[src/rtl/instruction_fetch_pkg.sv]
// Shared definitions for the fetch stage: opcode encodings, instruction field
// positions and the fetch FSM state type.
package instruction_fetch_pkg;

    localparam int OPCODE_WIDTH = 4;
    localparam int FIELD_WIDTH  = 8;

    // Instruction layout: opcode[27:24], A[23:16], B[15:8], C[7:0]
    localparam int OP_MSB  = 27;
    localparam int OP_LSB  = 24;
    localparam int TGT_MSB = 23;
    localparam int TGT_LSB = 16;

    typedef enum logic [OPCODE_WIDTH-1:0] {
        OP_NOP  = 4'h0,
        OP_JMP  = 4'h1,
        OP_CALL = 4'h2,
        OP_RET  = 4'h3,
        OP_BLE  = 4'h4
    } opcode_e;

    typedef enum logic {
        ST_RUN     = 1'b0,
        ST_BR_WAIT = 1'b1
    } fetch_state_e;

endpackage

[src/rtl/instruction_fetch_return_stack.sv]
// Hardware return-address LIFO; top-of-stack is visible combinationally so a
// RET can redirect the PC in the same cycle it is decoded.
module instruction_fetch_return_stack #(
    parameter int ADDR_WIDTH  = 16,
    parameter int STACK_DEPTH = 8
) (
    input  logic                  clk,
    input  logic                  srst,
    input  logic                  push,
    input  logic                  pop,
    input  logic [ADDR_WIDTH-1:0] din,
    output logic [ADDR_WIDTH-1:0] dout,
    output logic                  full,
    output logic                  empty
);

    localparam int IDX_W = $clog2(STACK_DEPTH);
    localparam int SP_W  = IDX_W + 1;

    logic [ADDR_WIDTH-1:0] mem [STACK_DEPTH];
    logic [SP_W-1:0]       sp_reg;
    logic [SP_W-1:0]       sp_next;
    logic [IDX_W-1:0]      wr_idx;
    logic [IDX_W-1:0]      top_idx;

    assign full    = (sp_reg == SP_W'(STACK_DEPTH));
    assign empty   = (sp_reg == '0);
    assign wr_idx  = sp_reg[IDX_W-1:0];
    // Wraps to the last slot when empty; dout is meaningless then anyway.
    assign top_idx = sp_reg[IDX_W-1:0] - IDX_W'(1);
    assign dout    = mem[top_idx];

    always_comb begin
        sp_next = sp_reg;
        if (push && !full) begin
            sp_next = sp_reg + SP_W'(1);
        end else if (pop && !empty) begin
            sp_next = sp_reg - SP_W'(1);
        end
    end

    always_ff @(posedge clk) begin
        if (srst) begin
            sp_reg <= '0;
        end else begin
            sp_reg <= sp_next;
        end
    end

    always_ff @(posedge clk) begin
        if (!srst && push && !full) begin
            mem[wr_idx] <= din;
        end
    end

endmodule

[src/rtl/instruction_fetch.sv]
// Fetch stage: owns the PC, forwards ROM words to execute, resolves JMP/CALL/RET
// locally and parks on BLE until execute reports the outcome.
module instruction_fetch
    import instruction_fetch_pkg::*;
#(
    parameter int                    ADDR_WIDTH  = 16,
    parameter int                    INSTR_WIDTH = 28,
    parameter int                    STACK_DEPTH = 8,
    parameter logic [ADDR_WIDTH-1:0] RESET_PC    = '0
) (
    input  logic                   Clock,
    input  logic                   Reset,
    output logic [ADDR_WIDTH-1:0]  oAddress,
    input  logic [INSTR_WIDTH-1:0] iInstruction,
    input  logic                   iStall,
    input  logic                   iBranchValid,
    input  logic                   iBranchTaken,
    output logic [INSTR_WIDTH-1:0] oInstruction,
    output logic                   oValid,
    output logic                   oStackOverflow,
    output logic                   oStackUnderflow
);

    localparam logic [INSTR_WIDTH-1:0] NOP_WORD =
        {OP_NOP, {(INSTR_WIDTH-OPCODE_WIDTH){1'b0}}};

    fetch_state_e state_reg, state_next;

    logic [ADDR_WIDTH-1:0]   pc_reg, pc_next;
    logic [INSTR_WIDTH-1:0]  instr_reg, instr_next;
    logic                    valid_reg, valid_next;
    logic                    ovf_reg, ovf_next;
    logic                    udf_reg, udf_next;

    logic [OPCODE_WIDTH-1:0] fetch_op;
    logic [ADDR_WIDTH-1:0]   fetch_target;
    logic [ADDR_WIDTH-1:0]   held_target;
    logic [ADDR_WIDTH-1:0]   pc_plus1;

    logic                    stack_push, stack_pop;
    logic [ADDR_WIDTH-1:0]   stack_top;
    logic                    stack_full, stack_empty;

    assign fetch_op     = iInstruction[OP_MSB:OP_LSB];
    assign fetch_target = ADDR_WIDTH'(iInstruction[TGT_MSB:TGT_LSB]);
    // In BR_WAIT the BLE being resolved is the one still parked in instr_reg.
    assign held_target  = ADDR_WIDTH'(instr_reg[TGT_MSB:TGT_LSB]);
    assign pc_plus1     = pc_reg + ADDR_WIDTH'(1);

    instruction_fetch_return_stack #(
        .ADDR_WIDTH (ADDR_WIDTH),
        .STACK_DEPTH(STACK_DEPTH)
    ) u_return_stack (
        .clk  (Clock),
        .srst (Reset),
        .push (stack_push),
        .pop  (stack_pop),
        .din  (pc_plus1),
        .dout (stack_top),
        .full (stack_full),
        .empty(stack_empty)
    );

    always_ff @(posedge Clock) begin
        if (Reset) begin
            state_reg <= ST_RUN;
        end else begin
            state_reg <= state_next;
        end
    end

    always_comb begin
        state_next = state_reg;
        case (state_reg)
            ST_RUN: begin
                if (!iStall && fetch_op == OP_BLE) begin
                    state_next = ST_BR_WAIT;
                end
            end
            ST_BR_WAIT: begin
                if (iBranchValid) begin
                    state_next = ST_RUN;
                end
            end
            default: state_next = ST_RUN;
        endcase
    end

    always_comb begin
        pc_next    = pc_reg;
        instr_next = instr_reg;
        valid_next = 1'b0;
        ovf_next   = ovf_reg;
        udf_next   = udf_reg;
        stack_push = 1'b0;
        stack_pop  = 1'b0;
        case (state_reg)
            ST_RUN: begin
                if (!iStall) begin
                    instr_next = iInstruction;
                    valid_next = 1'b1;
                    case (fetch_op)
                        OP_JMP: pc_next = fetch_target;
                        OP_CALL: begin
                            if (stack_full) begin
                                pc_next  = pc_plus1;
                                ovf_next = 1'b1;
                            end else begin
                                stack_push = 1'b1;
                                pc_next    = fetch_target;
                            end
                        end
                        OP_RET: begin
                            if (stack_empty) begin
                                pc_next  = pc_plus1;
                                udf_next = 1'b1;
                            end else begin
                                stack_pop = 1'b1;
                                pc_next   = stack_top;
                            end
                        end
                        OP_BLE:  pc_next = pc_reg;
                        default: pc_next = pc_plus1;
                    endcase
                end
            end
            ST_BR_WAIT: begin
                if (iBranchValid) begin
                    pc_next = iBranchTaken ? held_target : pc_plus1;
                end
            end
            default: ;
        endcase
    end

    always_ff @(posedge Clock) begin
        if (Reset) begin
            pc_reg    <= RESET_PC;
            instr_reg <= NOP_WORD;
            valid_reg <= 1'b0;
            ovf_reg   <= 1'b0;
            udf_reg   <= 1'b0;
        end else begin
            pc_reg    <= pc_next;
            instr_reg <= instr_next;
            valid_reg <= valid_next;
            ovf_reg   <= ovf_next;
            udf_reg   <= udf_next;
        end
    end

    assign oAddress        = pc_reg;
    assign oInstruction    = instr_reg;
    assign oValid          = valid_reg;
    assign oStackOverflow  = ovf_reg;
    assign oStackUnderflow = udf_reg;

endmodule

[config.mk]
export PLATFORM = sky130hd
export DESIGN_NAME = instruction_fetch
export DESIGN_NICKNAME = d
export VERILOG_FILES = /design/src/rtl/instruction_fetch_pkg.sv /design/src/rtl/instruction_fetch_return_stack.sv /design/src/rtl/instruction_fetch.sv
export SDC_FILE = /design/constraint.sdc
export NUM_CORES = 1
export LEC_CHECK = 0
export CAP_MARGIN = 0
export CORE_MARGIN = 5
export CORE_UTILIZATION = 50
export DETAILED_ROUTE_END_ITERATION = 8
export PLACE_DENSITY = 0.72
export SLEW_MARGIN = 10
export SYNTH_ARGS = -nofsm -noshare
export SYNTH_HDL_FRONTEND = slang
export SYNTH_SLANG_ARGS = --single-unit
[constraint.sdc]
create_clock -name Clock -period 4.21 [get_ports Clock]
set_input_delay 0.6315 -clock Clock [delete_from_list [all_inputs] [get_ports Clock]]
set_output_delay 0.6315 -clock Clock [all_outputs]
set_load 0.005 [all_outputs]
==> flow_summary.ini, run 1 <==
[synth]
ys_seq_elements = 180
synthFlopType = edfxtp_1
syn_inst = 571
synth_compound_area_frac = 0.08449
synth.distinct_cells = 55
async_flop_share = 0
syn_area_per_cell_um2 = 13.38
synth-adder-area-share = 0.009170
synth_top_area_cell = edfxtp_1
synth_most_common_cell = edfxtp_1
syn_nets = 609
yosys.area_share.simple = 0.1035
synth_top_area_share = 0.5030
muxShareOfSynthArea = 0.1110
synthXorXnorAreaFrac = 0.02636
synth_edf_count = 128
synth_top_family_by_area = multiplexers
synth_area_um2 = 7641
ys_seq_area_frac = 0.6393
ys_top_cells_by_area = edfxtp_1 (50%), dfxtp_1 (14%), mux4_2 (9.1%), nand2_1 (4.2%), a21oi_1 (3.5%)
ys.warnings.count = 0
ys_top_cells_by_count = edfxtp_1 (128), nand2_1 (85), a21oi_1 (54), dfxtp_1 (52), nor2_1 (32)

[floorplanning]
io_pins = 80
fp.coreArea_um2 = 15090
die_w_um = 133.6
dieArea_um2 = 17850
start_util = 0.5064
die_h_um = 133.6
rows = 45

[clock_tree]
root_buffer = clkbuf_16
cts_buffers = 17
cts_sinks = 180
htree_levels = 4
clock_latency_ns = 0.43
cts_repair_resize_count = 0
hold_buffers = 0
cts_tree = done
clockBufferDepth = 2
postCtsSetupBuffers = 0
clk_pin_slew_ns = 0.07

[pwr]
p_leak_nw = 3.128
power_frac_comb = 0.083
p_int_mw = 2.903
ir_drop_mv = 0.2923
power_density_nw_per_um2 = 413.6
netSwitchingFraction = 0.2358
finalPower_mw = 3.799
p_sw_mw = 0.8956
seqPwrFrac = 0.519
clkPwrFrac = 0.398

[sta]
maxSlewViolCount = 0
slew-limit-headroom = 0.2306
period_share = 0.7129
hold_viol_final = 0
clock_skew_ns = 0.008282
fmax_ghz = 0.3332
period_needed_ns = 3.001
finalSetupViolCount = 0
rsz0062_at_grt = false
tightest_slew_ns = 1.139
timing.setup.tns_ns = 0

[flow_run]
drv_cap = 0

[worst_setup_path]
reg2reg_from = u_return_stack.sp_reg[1]
cp_slowest_cell = o41ai_1
end_kind = flip-flop
worstSetupStartpointType = flip-flop
endpoint = oAddress[0]
path_class = reg2reg
regToRegSetupSlack_ns = 1.21
critPathMaxStageDelay_ns = 0.99
crit_buf_inv = 1
crit_arrival_ns = 3.32
r2r_cells = 7
crit_start = u_return_stack.sp_reg[1]
crit_path_max_fanout = 8
critPathTopFamily = compound AO/OA/AOI/OAI gates
crit_chain = inv_1, ha_1, nand3b_4, a21oi_2, o41ai_1, o221ai_1, o221a_2
path_depth = 7
worst_r2r_endpoint = oAddress[0]
crit_required_ns = 4.53

[global_routing]
grtUsageTotal = 0.2132
grt_pass1_wl_um = 28900
antenna_found_initial = 0
overflow = 0
grt_max_degree = 50
first_global_vias = 5174

[cells_and_area]
syn_to_final_growth_pct = 20.21
largest-register = u_return_stack.mem
fin_cells = 849
drive_above_1_share = 0.1467
largest_register_ffs = 128
fin_util = 0.6087
finalNetCount = 686
diodes = 0

[outcome]
status = finished clean

[placed_design]
hpwl_um = 12380
io_buffers = 79
place.gp.congestion = 0.8671
placedCellCount = 817

[detailed_routing]
avgRoutedWirePerCell_um = 22.13
dr.pass1.iters = 7
wirelength_um = 18790
drc = 0
viasPerCell = 6.045
vias = 5132
ant_nets = 0
drtIter0Drc = 387

[hold_path]
hp-class = reg2reg
[power by group through the flow]
| stage | sequential, mW | clock [mW] | combinational (mW) |
|---|---|---|---|
| after floorplan | 2.00 | 0 | 0.176 |
| after CTS | 1.97 | 1.52 | 0.316 |
| final | 1.97 | 1.51 | 0.315 |
| after global routing | 1.98 | 1.61 | 0.342 |
| after global placement | 2.01 | 0 | 0.307 |
| after detailed placement | 2.01 | 0 | 0.315 |
[metrics by stage]
stage | hold WS, ns | worst slack [ns] | instance area, µm²
finish | 0.4581 | 1.209 | 9185
global route | 0.4811 | 1.022 | 9185
global placement | 0.4435 | 0.9970 | 8628
detailed placement | 0.4494 | 0.8745 | 8628
floorplan | 0.4527 | 0.6104 | 7641
CTS | 0.4587 | 1.237 | 9185
[logic make-up after synthesis]
group,Yosys count
xor+xnor,20
simple gates,172
flops,180
compound gates,105
fa+ha+maj,5
mux,46
buf+inv,43
[how the worst min path moves through the flow]
stage / from / end / cells after the start
finish: oInstruction[3] / oInstruction[3] / 2
CTS: oInstruction[3] / oInstruction[3] / 2
global placement: oInstruction[9] / oInstruction[9] / 2
detailed placement: oInstruction[3] / oInstruction[3] / 2
floorplan: oInstruction[0] / oInstruction[0] / 2
global route: oInstruction[26] / oInstruction[26] / 2
[cell usage in the layout, fill, tap and decap left out, types with 3 or more instances in the layout]
cell type,n
nor2_1,31
clkdlybuf4s50_1,78
xor2_1,6
clkinvlp_4,3
nand3_1,13
edfxtp_1,128
o221a_2,5
dfxtp_1,51
nor3b_2,3
nor3_1,10
a21oi_1,54
a211oi_1,3
a221oi_1,3
and3_1,5
o21ai_0,19
clkbuf_16,17
inv_1,9
ha_1,4
mux2i_1,15
a31oi_1,4
buf_4,13
xnor2_1,12
mux4_2,31
nand4_1,5
nand2_1,85
nor3_2,3
[cell type report]
| cell class | instances | area [µm²] |
|---|---|---|
| fillers | 1140 | 5904 |
| flip-flops and latches | 180 | 4886 |
| multi-input cells | 348 | 2590 |
| repair buffers | 92 | 883.3 |
| clock buffers | 18 | 429.2 |
| well taps | 188 | 235.2 |
| clock inverters | 14 | 127.6 |
| inverters | 9 | 33.78 |
[metal layers]
metal / track usage / vias up / share of wire
met2: 0.3544 / 200 / 0.51
met1: 0.2751 / 2598 / 0.41
met5: 0 / - / 0
met4: 0.08171 / 0 / 0.023
met3: 0.04758 / 30 / 0.061
li1: - / 2304 / -
[worst register-to-register path: cells and delay by family, from the launching register on]
family	cells	cell delay [ns]
AO/OA/AOI/OAI	4	1.58
flip-flops	1	0.54
adder cells (fa/ha/maj)	1	0.40
buffers and inverters	1	0.20
AND/OR/NAND/NOR	1	0.18
(Power assumes the default switching activity.)
==> run 2, diff against run 1 <==
clock period = 3 ns   (was 4.21 ns; I/O delays follow)
==> flow_summary.ini, run 2 (synthesis results as in run 1) <==
[placed_design]
hpwl_um = 12090
pre_cts_slack_ns = 0.06751
place.gp.congestion = 0.8260
io_buffers = 79
placedCellCount = 836

[worst_setup_path]
end_kind = flip-flop
worst_r2r_endpoint = u_return_stack.sp_reg[3]
crit_arrival_ns = 2.90
crit_required_ns = 3.30
critPathTopFamily = compound AO/OA/AOI/OAI gates
crit_path_max_fanout = 7
crit_chain = inv_1, ha_1, nand3b_4, nand2_1, ha_1, a21o_1, a21oi_1, o21ai_0, o21ai_0, a2bb2oi_1, a21oi_1
r2r_cells = 11
worstSetupStartpointType = flip-flop
crit_buf_inv = 1
reg2reg_from = u_return_stack.sp_reg[0]
path_class = reg2reg
regToRegSetupSlack_ns = 0.40
critPathMaxStageDelay_ns = 0.49
cp_slowest_cell = ha_1

[clock_tree]
root_buffer = clkbuf_16
postCtsSetupBuffers = 0
cts_tree = done
cts_buffers = 17
cts_sinks = 180
hold_buffers = 0
cts_repair_resize_count = 0
clock_latency_ns = 0.43
clk_pin_slew_ns = 0.07
htree_levels = 4
clockBufferDepth = 2

[global_routing]
grt_pass1_wl_um = 29730
grt_max_degree = 36
first_global_vias = 5267
antenna_found_initial = 0
overflow = 0
grtUsageTotal = 0.2187

[cells_and_area]
drive_above_1_share = 0.1676
finalNetCount = 705
final_common_cell = edfxtp_1
largest_register_ffs = 128
syn_to_final_growth_pct = 23.07
diodes = 0
final_cell_mix = edfxtp_1 (128), nand2_1 (85), clkdlybuf4s50_1 (78)
largest-register = u_return_stack.mem
fin_cells = 868

[detailed_routing]
ant_nets = 0
avgRoutedWirePerCell_um = 21.78
drtIter0Drc = 420
dr.pass1.iters = 6
wirelength_um = 18900
drc = 0
vias = 5210
viasPerCell = 6.002

[sta]
fin_hold_ws_ns = 0.4541
slew-limit-headroom = 0.4829
rsz0062_at_grt = false
tightest_slew_ns = 0.7701
timing.setup.tns_ns = 0
maxSlewViolCount = 0
period_share = 0.8662
hold_viol_final = 0
clock_skew_ns = 0.007983
period_needed_ns = 2.599
fmax_ghz = 0.3848
finalSetupViolCount = 0
setup_slack_ns = 0.4015

[hold_path]
min_path_cells = 2
hp-class = in2reg
min_to = oAddress[15]
min_from = Reset

[floorplanning]
dieArea_um2 = 17850
io_pins = 80
start_util = 0.5064
die_h_um = 133.6
die_w_um = 133.6
fp.coreArea_um2 = 15090
rows = 45

[pwr]
power_density_nw_per_um2 = 575.6
power_frac_comb = 0.085
netSwitchingFraction = 0.2194
p_int_mw = 4.225
seqPwrFrac = 0.511
ir_drop_mv = 0.3864
p_sw_mw = 1.188
p_leak_nw = 3.253
clkPwrFrac = 0.404

[flow_run]
drv_cap = 0

[outcome]
status = finished clean
run 2: worst max-delay path by stage:
stage	start	endpoint	slack [ns]	cells after the start
after global placement	iInstruction[26]	u_return_stack.sp_reg[3]	0.25	12
after floorplan	u_return_stack.sp_reg[0]	u_return_stack.mem[1][0]	-0.15	8
final	u_return_stack.sp_reg[0]	u_return_stack.sp_reg[3]	0.40	11
after CTS	u_return_stack.sp_reg[0]	oAddress[12]	0.45	8
after global routing	u_return_stack.sp_reg[0]	oAddress[10]	0.18	8
after detailed placement	iInstruction[26]	u_return_stack.sp_reg[3]	0.07	12
run 2: metal layers:
layer	GRT usage	vias up	part of all wire
met2	0.3510	214	0.49
met5	0	-	0
met4	0.08857	0	0.028
li1	-	2342	-
met3	0.05211	43	0.070
met1	0.2889	2611	0.41
run 2: power by group through the flow:
stage	clock, mW	sequential, mW	combinational (mW)
after floorplan	0	2.80	0.248
after global placement	0	2.82	0.447
after detailed placement	0	2.82	0.460
after CTS	2.22	2.76	0.463
after global routing	2.33	2.77	0.504
final	2.19	2.76	0.462
run 2: cell type report:
cell class                      count  area [µm²]
Fill cell                        1145        5685
Sequential cell                   180        4886
Clock buffer                       25       518.0
Clock inverter                      7       68.82
Tap cell                          188       235.2
Inverter                            9       33.78
Timing Repair Buffer              111        1064
Multi-Input combinational cell    348        2599
run 2: stage by stage:
stage,cell area [µm²],total power [mW],util
floorplan,7662,3.051,-
global placement,8817,3.262,0.5843
detailed placement,8817,3.278,0.5843
CTS,9404,5.445,0.6232
global route,9404,5.602,0.6232
finish,9404,5.413,0.6232
==> run 3, diff against run 2 <==
CELL_PAD_IN_SITES_DETAIL_PLACEMENT = 1   (was default)
CELL_PAD_IN_SITES_GLOBAL_PLACEMENT = 1   (was default)
CORE_UTILIZATION = 46   (was 50)
MAX_ROUTING_LAYER = met4   (was default)
PLACE_DENSITY = default   (was 0.72)
PLACE_DENSITY_LB_ADDON = 0.1   (was default)
==> flow_summary.ini, run 3 (synthesis results as in run 1) <==
[outcome]
status = finished clean

[detailed_routing]
wirelength_um = 20950
viasPerCell = 5.729
ant_nets = 0
drc = 0
vias = 5162
avgRoutedWirePerCell_um = 23.25
dr.pass1.iters = 5
drtIter0Drc = 307

[worst_setup_path]
path_class = reg2reg
end_kind = flip-flop
crit_required_ns = 3.36
regToRegSetupSlack_ns = 0.42
worstSetupStartpointType = flip-flop
worst_r2r_endpoint = oAddress[9]
crit_path_max_fanout = 16
r2r_cells = 10
crit_arrival_ns = 2.94
reg2reg_from = u_return_stack.sp_reg[1]

[clock_tree]
clockBufferDepth = 2
clk_pin_slew_ns = 0.07
clock_latency_ns = 0.43
cts_repair_resize_count = 0
cts_buffers = 17
root_buffer = clkbuf_16
cts_sinks = 180
htree_levels = 4
hold_buffers = 0
cts_tree = done
postCtsSetupBuffers = 0

[sta]
finalSetupViolCount = 0
period_needed_ns = 2.576
rsz0062_at_grt = false
fmax_ghz = 0.3881
slew-limit-headroom = 0.4114
maxSlewViolCount = 0
tightest_slew_ns = 0.8766
clock_skew_ns = 0.01453
hold_viol_final = 0
period_share = 0.8588

[global_routing]
antenna_found_initial = 0
overflow = 0
first_global_vias = 5584
grt_max_degree = 39
grt_pass1_wl_um = 32760
grtUsageTotal = 0.2288

[cells_and_area]
largest_register_ffs = 128
final_cell_mix = edfxtp_1 (128), nand2_1 (85), clkdlybuf4s50_1 (78)
final_common_cell = edfxtp_1
largest-register = u_return_stack.mem
diodes = 0
drive_above_1_share = 0.1733
syn_to_final_growth_pct = 24.66
fin_util = 0.5785
finalNetCount = 706

[floorplanning]
fp.coreArea_um2 = 16470
start_util = 0.4641
die_h_um = 138.9
dieArea_um2 = 19290
io_pins = 80
rows = 47
die_w_um = 138.9

[pwr]
netSwitchingFraction = 0.2241
power_density_nw_per_um2 = 587.5
p_int_mw = 4.342
power_frac_comb = 0.086
p_leak_nw = 3.285
clkPwrFrac = 0.421
p_sw_mw = 1.254
ir_drop_mv = 0.4140
seqPwrFrac = 0.493
finalPower_mw = 5.596

[hold_path]
min_to = oAddress[15]
min_path_cells = 2
min_from = Reset
hp-class = in2reg

[placed_design]
hpwl_um = 13660
io_buffers = 79
place.gp.congestion = 0.7673

[flow_run]
drv_cap = 0
run 3: routing by layer:
metal / part of all wire / global-route usage
met5: 0 / -
met4: 0.016 / 0.06952
met3: 0.035 / 0.03621
met2: 0.53 / 0.3886
met1: 0.42 / 0.2843
run 3: power groups by stage:
stage	Combinational [mW]	Sequential, mW	Clock (mW)
after CTS	0.486	2.76	2.40
after detailed placement	0.482	2.81	0
after global routing	0.522	2.76	2.52
after global placement	0.466	2.81	0
after floorplan	0.248	2.80	0
final	0.482	2.76	2.35
run 3: area by class of cell:
| class | instances | area (µm²) |
|---|---|---|
| inverter | 9 | 33.78 |
| tap | 220 | 275.3 |
| sequential | 180 | 4886 |
| clock buffer | 17 | 425.4 |
| clock inverter | 15 | 197.7 |
| timing repair buffer | 112 | 1109 |
| fill | 1643 | 6940 |
| multi-input combinational | 348 | 2599 |
run 3: how the worst max path moves through the flow:
stage	from	slack [ns]	cells past startpoint	end
after detailed placement	iInstruction[26]	0.1	12	u_return_stack.sp_reg[3]
after floorplan	u_return_stack.sp_reg[0]	-0.15	8	u_return_stack.mem[1][0]
after CTS	u_return_stack.sp_reg[1]	0.43	10	oAddress[9]
after global placement	iInstruction[26]	0.21	12	u_return_stack.sp_reg[3]
final	u_return_stack.sp_reg[1]	0.42	10	oAddress[9]
after global routing	oAddress[1]	0.22	7	oAddress[12]
run 3: critical path: stages, from the launching register on:
cell and delay (ns):
dfxtp_1 0.31, inv_1 0.16, ha_1 0.38, buf_4 0.21, xor2_4 0.20, buf_4 0.35, mux4_2 0.26, nor2_1 0.05
a41oi_1 0.21, nand3_1 0.17, a31oi_1 0.19
run 3: stage by stage:
step	area (µm²)	cells	setup WS, ns	hold slack [ns]	TNS [ns]
finish	9525	901	0.4235	0.4476	0
global route	9525	901	0.2226	0.4585	0
CTS	9525	901	0.4294	0.4375	0
detailed placement	8902	869	0.09572	0.4517	0
global placement	8902	869	0.2139	0.4414	0
floorplan	7662	571	-0.1455	0.4527	-4.655
